File: config.mk
export PLATFORM = sky130hd
export DESIGN_NAME = xocc_dsa_port
export DESIGN_NICKNAME = d
export VERILOG_FILES = /design/src/rtl/xocc_dsa_port.sv
export SDC_FILE = /design/constraint.sdc
export NUM_CORES = 1
export LEC_CHECK = 0
export BUFFER_PORTS_ARGS = -buffer_cell sky130_fd_sc_hd__buf_2
export CAP_MARGIN = 15
export CORE_MARGIN = 2
export CORE_UTILIZATION = 45
export DETAILED_ROUTE_END_ITERATION = 7
export HOLD_SLACK_MARGIN = 0.02
export PLACE_DENSITY = 0.75
export RECOVER_POWER = 25
export SLEW_MARGIN = 40
export SYNTH_ARGS = -nofsm -noshare
export SYNTH_HDL_FRONTEND = slang
export SYNTH_SLANG_ARGS = --single-unit
File: constraint.sdc
create_clock -name forever_cpuclk -period 5.64 [get_ports forever_cpuclk]
set_input_delay 0.846 -clock forever_cpuclk [delete_from_list [all_inputs] [get_ports forever_cpuclk]]
set_output_delay 0.846 -clock forever_cpuclk [all_outputs]
set_load 0.03 [all_outputs]
File: src/rtl/xocc_dsa_port.sv
// DSA-side endpoint of one xocc cmd/rsp queue pair: FIFO pop -> 1-entry request register -> core; core result -> rsp buffer -> rsp FIFO.
// Fetch-to-request 1 cycle, result-to-push 1 cycle; credits cap in-flight work so core results never see rsp-FIFO backpressure.
module xocc_dsa_port #(
  parameter int CMD_WIDTH       = 96,
  parameter int RSP_WIDTH       = 32,
  parameter int MAX_OUTSTANDING = 4
) (
  input  logic                                   forever_cpuclk,
  input  logic                                   cpurst_b,
  input  logic                                   empty_cmd,
  input  logic [CMD_WIDTH-1:0]                   dsa_cmd_buffer,
  output logic                                   rd_en_cmd,
  input  logic                                   full_rsp,
  output logic                                   wr_en_rsp,
  output logic [RSP_WIDTH-1:0]                   dsa_rsp_buffer,
  output logic                                   core_req_vld,
  input  logic                                   core_req_rdy,
  output logic [CMD_WIDTH-1:0]                   core_req_data,
  input  logic                                   core_rsp_vld,
  output logic                                   core_rsp_rdy,
  input  logic [RSP_WIDTH-1:0]                   core_rsp_data,
  input  logic                                   dsa_flush,
  output logic                                   dsa_idle,
  output logic [$clog2(MAX_OUTSTANDING+1)-1:0]   outstanding
);

  localparam int CNT_W = $clog2(MAX_OUTSTANDING + 1);
  localparam int PTR_W = $clog2(MAX_OUTSTANDING);
  localparam logic [CNT_W:0]   CREDIT_MAX = (CNT_W + 1)'(MAX_OUTSTANDING);
  localparam logic [CNT_W-1:0] CNT_MAX    = CNT_W'(MAX_OUTSTANDING);

  typedef enum logic [1:0] {IDLE, BUSY, DRAIN} state_t;

  state_t               state;
  logic                 run;
  logic [RSP_WIDTH-1:0] rsp_mem [MAX_OUTSTANDING];
  logic [PTR_W:0]       wr_ptr;
  logic [PTR_W:0]       rd_ptr;
  logic                 buf_empty;
  logic                 buf_full;
  logic                 req_hs;
  logic                 rsp_hs;
  logic                 load;
  logic [CNT_W:0]       credit_use;

  // Pointers carry an extra wrap bit so full and empty are distinguishable.
  assign buf_empty      = (wr_ptr == rd_ptr);
  assign buf_full       = (wr_ptr[PTR_W] != rd_ptr[PTR_W]) &&
                          (wr_ptr[PTR_W-1:0] == rd_ptr[PTR_W-1:0]);
  assign core_rsp_rdy   = ~buf_full;
  assign rsp_hs         = core_rsp_vld & core_rsp_rdy;
  assign wr_en_rsp      = ~buf_empty & ~full_rsp;
  assign dsa_rsp_buffer = buf_empty ? '0 : rsp_mem[rd_ptr[PTR_W-1:0]];

  assign req_hs     = core_req_vld & core_req_rdy;
  // A held request already owns a credit even before the core takes it.
  assign credit_use = {1'b0, outstanding} + {{CNT_W{1'b0}}, core_req_vld};
  assign load       = run & ~empty_cmd & ~dsa_flush & (state != DRAIN) &
                      (~core_req_vld | core_req_rdy) & (credit_use < CREDIT_MAX);
  assign rd_en_cmd  = load;
  assign dsa_idle   = ~core_req_vld & (outstanding == '0) & buf_empty;

  // Keeps the FIFO untouched while reset is asserted and on the release edge.
  always_ff @(posedge forever_cpuclk or negedge cpurst_b) begin
    if (!cpurst_b) run <= 1'b0;
    else           run <= 1'b1;
  end

  always_ff @(posedge forever_cpuclk or negedge cpurst_b) begin
    if (!cpurst_b) begin
      core_req_vld  <= 1'b0;
      core_req_data <= '0;
    end else if (load) begin
      core_req_vld  <= 1'b1;
      core_req_data <= dsa_cmd_buffer;
    end else if (req_hs) begin
      core_req_vld  <= 1'b0;
    end
  end

  always_ff @(posedge forever_cpuclk or negedge cpurst_b) begin
    if (!cpurst_b) begin
      outstanding <= '0;
    end else begin
      case ({req_hs, wr_en_rsp})
        2'b10:   outstanding <= outstanding + CNT_W'(1);
        2'b01:   outstanding <= outstanding - CNT_W'(1);
        default: outstanding <= outstanding;
      endcase
    end
  end

  always_ff @(posedge forever_cpuclk or negedge cpurst_b) begin
    if (!cpurst_b) begin
      wr_ptr <= '0;
      rd_ptr <= '0;
    end else begin
      if (rsp_hs)    wr_ptr <= wr_ptr + (PTR_W + 1)'(1);
      if (wr_en_rsp) rd_ptr <= rd_ptr + (PTR_W + 1)'(1);
    end
  end

  always_ff @(posedge forever_cpuclk) begin
    if (rsp_hs) rsp_mem[wr_ptr[PTR_W-1:0]] <= core_rsp_data;
  end

  always_ff @(posedge forever_cpuclk or negedge cpurst_b) begin
    if (!cpurst_b) begin
      state <= IDLE;
    end else begin
      case (state)
        IDLE: begin
          if (dsa_flush)      state <= DRAIN;
          else if (load)      state <= BUSY;
        end
        BUSY: begin
          if (dsa_flush)      state <= DRAIN;
          else if (dsa_idle)  state <= IDLE;
        end
        DRAIN: begin
          if (dsa_idle && !dsa_flush) state <= IDLE;
        end
        default:              state <= IDLE;
      endcase
    end
  end

  a_credit_overflow: assert property (@(posedge forever_cpuclk) disable iff (!cpurst_b)
    !((outstanding == CNT_MAX) && req_hs && !wr_en_rsp));
  a_credit_underflow: assert property (@(posedge forever_cpuclk) disable iff (!cpurst_b)
    !((outstanding == '0) && wr_en_rsp && !req_hs));
  a_rsp_into_full_buf: assert property (@(posedge forever_cpuclk) disable iff (!cpurst_b)
    !(core_rsp_vld && buf_full));

endmodule

# Word-level counts from Yosys, hierarchy flattened
# Memories as Yosys holds them, arrays and structs flattened.
# Index checks and enable logic that the tools add are counted.
# W data, S select, Z words.
# totals
regBits	109
mem_bits_rw	128
in_bits	135
wordCells	62
n_memories	1
# memory_table
name	words	width	rd	rd_clocked_by_memory_dff	wr	line	rtl
rsp_mem	4	32	1	0	1	36	logic [RSP_WIDTH-1:0] rsp_mem [MAX_OUTSTANDING];
# classes
n_addsub	5
order_cmp	1
eq_ne	11
muxes	12
n_bitwise	17
n_reduce_logical	8
# ops
operator	n
$mux W32	1
$and A1 B1 Y1	10
$mux W2	5
$add A3 B1 Y3 const B	3
$ne A3 B3 Y1 const B	2
$not A1 Y1	6
$pmux W2 S3	1
$pmux W3 S2	1
$add A3 B1 Y4	1
$eq A2 B1 Y1 const B	2
$eq A2 B2 Y1 const B	2
$lt A4 B3 Y1 const B	1
$mux W1	4
$ne A2 B2 Y1 const B	2
$reduce_bool A2 Y1	2
$eq A3 B3 Y1	1
$logic_not A3 Y1	1
$reduce_and A3 Y1	1
$sub A3 B1 Y3 const B	1
$eq A2 B2 Y1	1
$logic_and A1 B1 Y1	2
$logic_not A2 Y1	1
$logic_not A1 Y1	1
$ne A1 B1 Y1	1
$or A1 B1 Y1	1

# Longest topological paths before layout
# Gate-level depths: netlist (run 1).
# logic_depth
word_depth	9
depth_mapped	9
mapped_depth_nobuf	8

# Least setup slack after synthesis (run 1)
# No wires, ideal clock.
# synth_timing
path_kind	register to output
from	register outstanding[2]
to	output dsa_idle
t_arrival_ns	2.063
required_time_ns	4.794
setup_slack_ns	2.731
path_stages_with_launch	3
cell_sequence	dfrtp_1 > or4_1 > nor4_1
# synth_between
elab_chain_len	3
# synth_lines
item	line	rtl
from (decl)	24	output logic [$clog2(MAX_OUTSTANDING+1)-1:0] outstanding
from (signal assigned)	86	2'b10: outstanding <= outstanding + CNT_W'(1);
from (signal assigned)	87	2'b01: outstanding <= outstanding - CNT_W'(1);
from (signal assigned)	88	default: outstanding <= outstanding;
$logic_not A3 Y1	61	assign dsa_idle = ~core_req_vld & (outstanding == '0) & buf_empty;
$and A1 B1 Y1 (2 in a row)	61	
to (decl)	23	output logic dsa_idle,
# Every way passes these cells.

# Worst setup path after layout (run 1)
# layout_timing
from	register rd_ptr[1]
to	output dsa_rsp_buffer[24]
# layout_between
elab_chain_len	2
elab_cells_between_ends	3
# layout_lines
item	line	rtl
from (decl)	38	logic [PTR_W:0] rd_ptr;
from (signal assigned)	99	if (wr_en_rsp) rd_ptr <= rd_ptr + (PTR_W + 1)'(1);
$mem_v2 Z4 W32 or $eq A3 B3 Y1 (tied branches)	n/a	
$mux W32 *	53	assign dsa_rsp_buffer = buf_empty ? '0 : rsp_mem[rd_ptr[PTR_W-1:0]];
to (decl)	15	output logic [RSP_WIDTH-1:0] dsa_rsp_buffer,
# Every way passes the cells marked *; elsewhere a longest branch is shown, timed or not.

==> impl_metrics.toml, run 1 <==
[clock_network]
h-tree-depth = 1
cts_root_buf = "clkbuf_16"
tritoncts = "yes"
clock_path_buffers = 3
cts_resized = 0
clock_sinks = 237
cts_setup_buffers = 0
insertion_delay_ns = 0.51
hold_buffers = 0
clkTransAtPathRegs_ns = 0.06
cts_made_buffers = 25

[final_layout]
nets = 901
fill_cells = 1561
antenna_cells = 0
instances_no_fill = 1048
drive_gt1_frac = 0.544
area.growth.synth_to_final_pct = 26.0

[die]
die_h_um = 148
ios = 271
initial_core_util = 0.458
core-area_um2 = 20200
die_width_um = 148
core.rowCount = 52
dieArea_um2 = 21800

[critical_path]
cp-end-kind = "output port"
cp.required_ns = 4.79
r2r_end = "outstanding[2]"
reg2reg_from = "rd_ptr[0]"
ff2ff_path_depth = 9
path_class = "register to output port"
critical_path.startpoint_type = "register"
path_max_fanout = 36
cp_data_arrival_time_ns = 2.50
reg2reg_slack_ns = 2.92

[placement]
io_buffer_count = 270
gp_congestion = 0.784
dp_cells = 1002
dpl.hpwl_mm = 13.0

[drt]
route.detailed.drc = 0
wl_mm = 19.5
vias = 5220
first_pass_iters = 4
post_drt_via_cell_ratio = 4.98
dr.first_iter.drc_count = 236
ant_nets = 0
post_drt_wl_per_cell_um = 18.6

[global_routing]
grt_usage = 0.180
grt_overflow = 0
grt_max_degree = 77
antenna_found_initial = 0
grt_pass1_vias = 5774
grt_pass1_wl_mm = 31.1

[synth]
syn_area_um2 = 9280
synth-seq-cells = 237
synth_ff_type = "edfxtp_1"
synth_edf_count = 128
yosysWarnings = 0
ys_seq_area_frac = 0.708
synth_cells = 477
syn_nets = 619
ys_types = 37
synth_area_per_cell_um2 = 19.4
synthArstFlopShare = 0.460

[timing]
finalSetupViolCount = 0
hold_violations = 0
period_share = 0.594
max_slew_margin = 0.536
drv_slew = 0
final.setup.tns_ns = 0
rsz0062_at_grt = "no"
fmax_mhz = 299
skew_ns = 0.00709
period_needed_ns = 3.35
tightest_slew_ns = 0.695

[run_status]
status = "finished, final reports clean"

[pwr]
power_density_nw_per_um2 = 580
netSwitchingPower_uw = 2530
comb_power_share = 0.390
peakVddDrop_uv = 314
p_sw_frac = 0.374
power.share.clock = 0.244
p_int_uw = 4240
pwr-share-seq = 0.365
power.leakage_uw = 0.00526

[hold_path]
hold_path.class = "primary input to async pin"

[job]
cap_violations = 0
sequential cells by signal, summed over array words and instances (netlist names):
| signal | flops |
|---|---|
| core_req_data | 96 |
| core_req_vld | 1 |
| outstanding | 3 |
| rd_ptr | 3 |
| rsp_mem | 128 |
| run | 1 |
| state | 2 |
| wr_ptr | 3 |
metrics by stage:
step / total power [uW] / setup slack [ns] / hold WS [ns] / area [um^2] / utilization
after global placement: 5140 / 2.32 / 0.487 / 10800 / 0.536
after detailed placement: 5190 / 2.47 / 0.490 / 10900 / 0.538
final: 6780 / 2.29 / 0.356 / 11700 / 0.578
after CTS: 6870 / 2.25 / 0.369 / 11700 / 0.580
after global routing: 7130 / 2.14 / 0.409 / 11700 / 0.578
after floorplan: 4390 / 2.73 / 0.502 / 9280 / -
layer usage:
| layer | wire length (um) | vias to the layer above | part of all wire | track usage |
|---|---|---|---|---|
| met5 | 0 | - | 0 | 0 |
| met4 | 328 | 0 | 0.017 | 0.0428 |
| met3 | 1830 | 31 | 0.094 | 0.0586 |
| met2 | 9670 | 208 | 0.50 | 0.301 |
| met1 | 7630 | 2623 | 0.39 | 0.230 |
| li1 | - | 2358 | - | - |
worst max-delay path, stage by stage, from the launching register on:
cell	delay, ns
dfrtp_1	0.32
buf_4	0.44
xor2_1	0.39
nor3_2	0.09
buf_4	0.26
nor2b_1	0.23
buf_2	0.24
cell usage after synthesis (3+ instances only):
cell type	count	share of area
inv_1	9	0.0036
mux2_4	20	0.032
xnor2_1	7	0.0066
edfxtp_1	128	0.41
mux4_2	32	0.078
xor2_1	6	0.0057
buf_12	3	0.0065
dfrtp_1	109	0.29
ha_1	6	0.0081
clkbuf_1	3	0.0012
mux2_2	78	0.095
and2_1	3	0.0020
buf_4	9	0.0073
nor2b_1	32	0.022
buf_2	6	0.0032
worst max-delay path by stage:
stage	startpoint	to	slack [ns]
2_1_floorplan	outstanding[2]	dsa_idle	2.73
3_3_place_gp	dsa_flush	rd_en_cmd	2.32
3_5_place_dp	dsa_flush	core_req_data[1]	2.47
4_1_cts	rd_ptr[1]	dsa_rsp_buffer[24]	2.25
5_1_grt	rd_ptr[1]	dsa_rsp_buffer[24]	2.14
6_report	rd_ptr[1]	dsa_rsp_buffer[24]	2.29
placed cells by master (no fill, tap or decap), types with 2 or more instances in the layout:
master / n
and2_4: 3
clkinv_1: 2
clkbuf_16: 25
bufinv_16: 2
clkbuf_1: 35
mux4_2: 32
o311ai_0: 2
dfrtp_1: 108
xnor2_1: 7
nor2b_1: 32
inv_1: 9
clkbuf_8: 8
nor2_1: 2
ha_1: 6
buf_2: 237
nand2_1: 2
xor2_1: 6
clkinv_2: 3
mux2_4: 20
buf_4: 6
edfxtp_1: 128
mux2_2: 78
power groups by stage:
stage          sequential, uW  combinational [uW]  clock (uW)
2_1_floorplan            2880                1500           0
6_report                 2480                2640        1660
5_1_grt                  2530                2840        1760
3_3_place_gp             2490                2650           0
3_5_place_dp             2500                2690           0
4_1_cts                  2480                2690        1700
cell families (layout without fill, tap and decap cells):
logic type	after synthesis	after routing	synth area share
xor+xnor	13	13	0.0123
other cells	1	1	0.000404
compound gates	11	11	0.00904
buf+inv	31	332	0.0231
fa+ha+maj	7	7	0.0103
simple gates	46	46	0.0306
flops	237	237	0.708
mux	131	131	0.206
layout make-up:
cell class / count / area [um^2] / share of cell area
well taps: 270 / 338 / 0.0289
inverters: 9 / 33.8 / 0.00289
multi-input cells: 209 / 2510 / 0.215
repair buffers: 277 / 1380 / 0.118
clock buffers: 36 / 747 / 0.0639
flip-flops and latches: 237 / 6570 / 0.562
clock inverters: 10 / 108 / 0.00920
Note: power is estimated with default switching activity, not from simulation.
==> inputs of run 2 (changes only) <==
==> constraint.sdc (replaced) <==
create_clock -name forever_cpuclk -period 3.3 [get_ports forever_cpuclk]
set_input_delay 0.495 -clock forever_cpuclk [delete_from_list [all_inputs] [get_ports forever_cpuclk]]
set_output_delay 0.495 -clock forever_cpuclk [all_outputs]
set_load 0.03 [all_outputs]
==> impl_metrics.toml, run 2 (synthesis results as in run 1) <==
[final_layout]
area.growth.synth_to_final_pct = 25.5
seq_area_um2 = 6570
fill_cells = 1582
design_area_um2 = 11600
finalCoreUtilization = 0.575
mostFrequentLayoutCell = "buf_2"
drive_gt1_frac = 0.539
instances_no_fill = 1053
multi_input_area_um2 = 2510
largest_reg_flops = 128
antenna_cells = 0
layout_common_cells = "buf_2, edfxtp_1, dfrtp_1"
nets = 908

[global_routing]
grt_pass1_vias = 5818
grt_max_degree = 61
grt_overflow = 0
grt_usage = 0.181
antenna_found_initial = 1
grt_pass1_wl_mm = 30.8

[timing]
rsz0062_at_grt = "no"
hold_violations = 0
final.setup.tns_ns = 0
period_share = 0.883
setup_ws_ns = 0.386
fmax_mhz = 343
period_needed_ns = 2.91
skew_ns = 0.00888
max_slew_margin = -0.0133
drv_slew = 56
tightest_slew_ns = 1.52
finalSetupViolCount = 0

[placement]
dp_cells = 1008
dpl.hpwl_mm = 13.7
place_area_um2 = 10900
io_buffer_count = 270
gp_congestion = 0.748
post-place-ws_ns = 0.861

[run_status]
status = "complete, but fails checks"
violations = "capacitance limit, slew limit"

[clock_network]
insertion_delay_ns = 0.50
clkTransAtPathRegs_ns = 0.06
clock_path_buffers = 3
tritoncts = "yes"
cts_setup_buffers = 0
clock_sinks = 237
cts_made_buffers = 25
h-tree-depth = 1
cts_root_buf = "clkbuf_16"

[critical_path]
crit_chain = "buf_4, mux4_2, nor2b_1, buf_2"
cp-end-kind = "output port"
startpoint = "rd_ptr[0]"
r2r_end = "rsp_mem[2][15]"
cp.required_ns = 2.80
ff2ff_path_depth = 4
cp_slowest_stage_delay_ns = 0.60
critical_path.top_delay_family = "buffers and inverters"
path_depth = 4
path_class = "register to output port"
reg2reg_slack_ns = 1.04
cp_data_arrival_time_ns = 2.42
crit_slowest_cell = "mux4_2"
critical_path.startpoint_type = "register"
path_buf_inv = 2
path_max_fanout = 32
reg2reg_from = "wr_ptr[0]"
endpoint = "dsa_rsp_buffer[21]"

[die]
die_width_um = 148
dieArea_um2 = 21800
core.rowCount = 52
die_h_um = 148
core-area_um2 = 20200
initial_core_util = 0.458
ios = 271

[pwr]
p_sw_frac = 0.380
power.leakage_uw = 0.00525
p_int_uw = 7010
pwr-share-seq = 0.375
power_density_nw_per_um2 = 970
peakVddDrop_uv = 581
netSwitchingPower_uw = 4290
power.share.clock = 0.223
comb_power_share = 0.402

[job]
cap_violations = 1

[drt]
first_pass_iters = 4
ant_nets = 0
post_drt_wl_per_cell_um = 18.4
wl_mm = 19.4
route.detailed.drc = 0
post_drt_via_cell_ratio = 4.97
dr.first_iter.drc_count = 230
vias = 5234

[hold_path]
hold_path.class = "primary input to register"
run 2: changes by cell type in the layout (fill, tap and decap cells not counted):
cell	change
clkinv_4	-1
clkinv_1	+4
and2_4	-3
clkinv_2	+4
clkbuf_2	+1
dlygate4sd3_1	+1
clkbuf_8	-8
buf_4	+4
and2_2	+3
bufinv_16	-1
buf_12	+2
buf_6	-1
clkinvlp_4	-1
clkbuf_1	+1
run 2: final cells by class:
cell class                 instances  share of cell area
timing repair buffer             284               0.125
clock inverter                    15             0.00827
tap                              270              0.0290
inverter                           9             0.00290
sequential                       237               0.564
clock buffer                      29              0.0550
multi-input combinational        209               0.215
run 2: metal layers:
layer,up-vias,wire length [um],track usage
met5,-,13,0
met4,2,284,0.0438
met3,27,1970,0.0642
met2,225,9990,0.322
met1,2603,7160,0.209
li1,2377,-,-
run 2: worst min-delay path by stage:
| stage | start | end | cells past startpoint | slack (ns) |
|---|---|---|---|---|
| finish | core_req_rdy | core_req_vld | 2 | 0.21 |
| global route | dsa_cmd_buffer[28] | core_req_data[28] | 2 | 0.19 |
| CTS | cpurst_b | core_req_data[0] | 1 | 0.09 |
| detailed placement | core_req_data[19] | core_req_data[19] | 1 | 0.49 |
| global placement | core_req_data[81] | core_req_data[81] | 1 | 0.49 |
| floorplan | cpurst_b | core_req_data[0] | 0 | 0.20 |
run 2: metrics by stage:
step / total power (uW) / hold slack, ns
global placement: 8810 / 0.485
CTS: 11500 / 0.0858
floorplan: 7500 / 0.199
detailed placement: 8900 / 0.490
global route: 11900 / 0.195
finish: 11300 / 0.210
run 2: timing repair:
action | in CTS | in global routing
endpoints found under the hold margin | 0 | 39
resized for setup | 0 | 0
hold buffers | 0 | 1
run 2: power groups by stage:
stage | clock [uW] | sequential, uW | combinational (uW)
after floorplan | 0 | 4930 | 2570
after global placement | 0 | 4250 | 4560
after detailed placement | 0 | 4290 | 4610
after CTS | 2600 | 4250 | 4620
after global routing | 2720 | 4320 | 4850
final | 2520 | 4230 | 4530
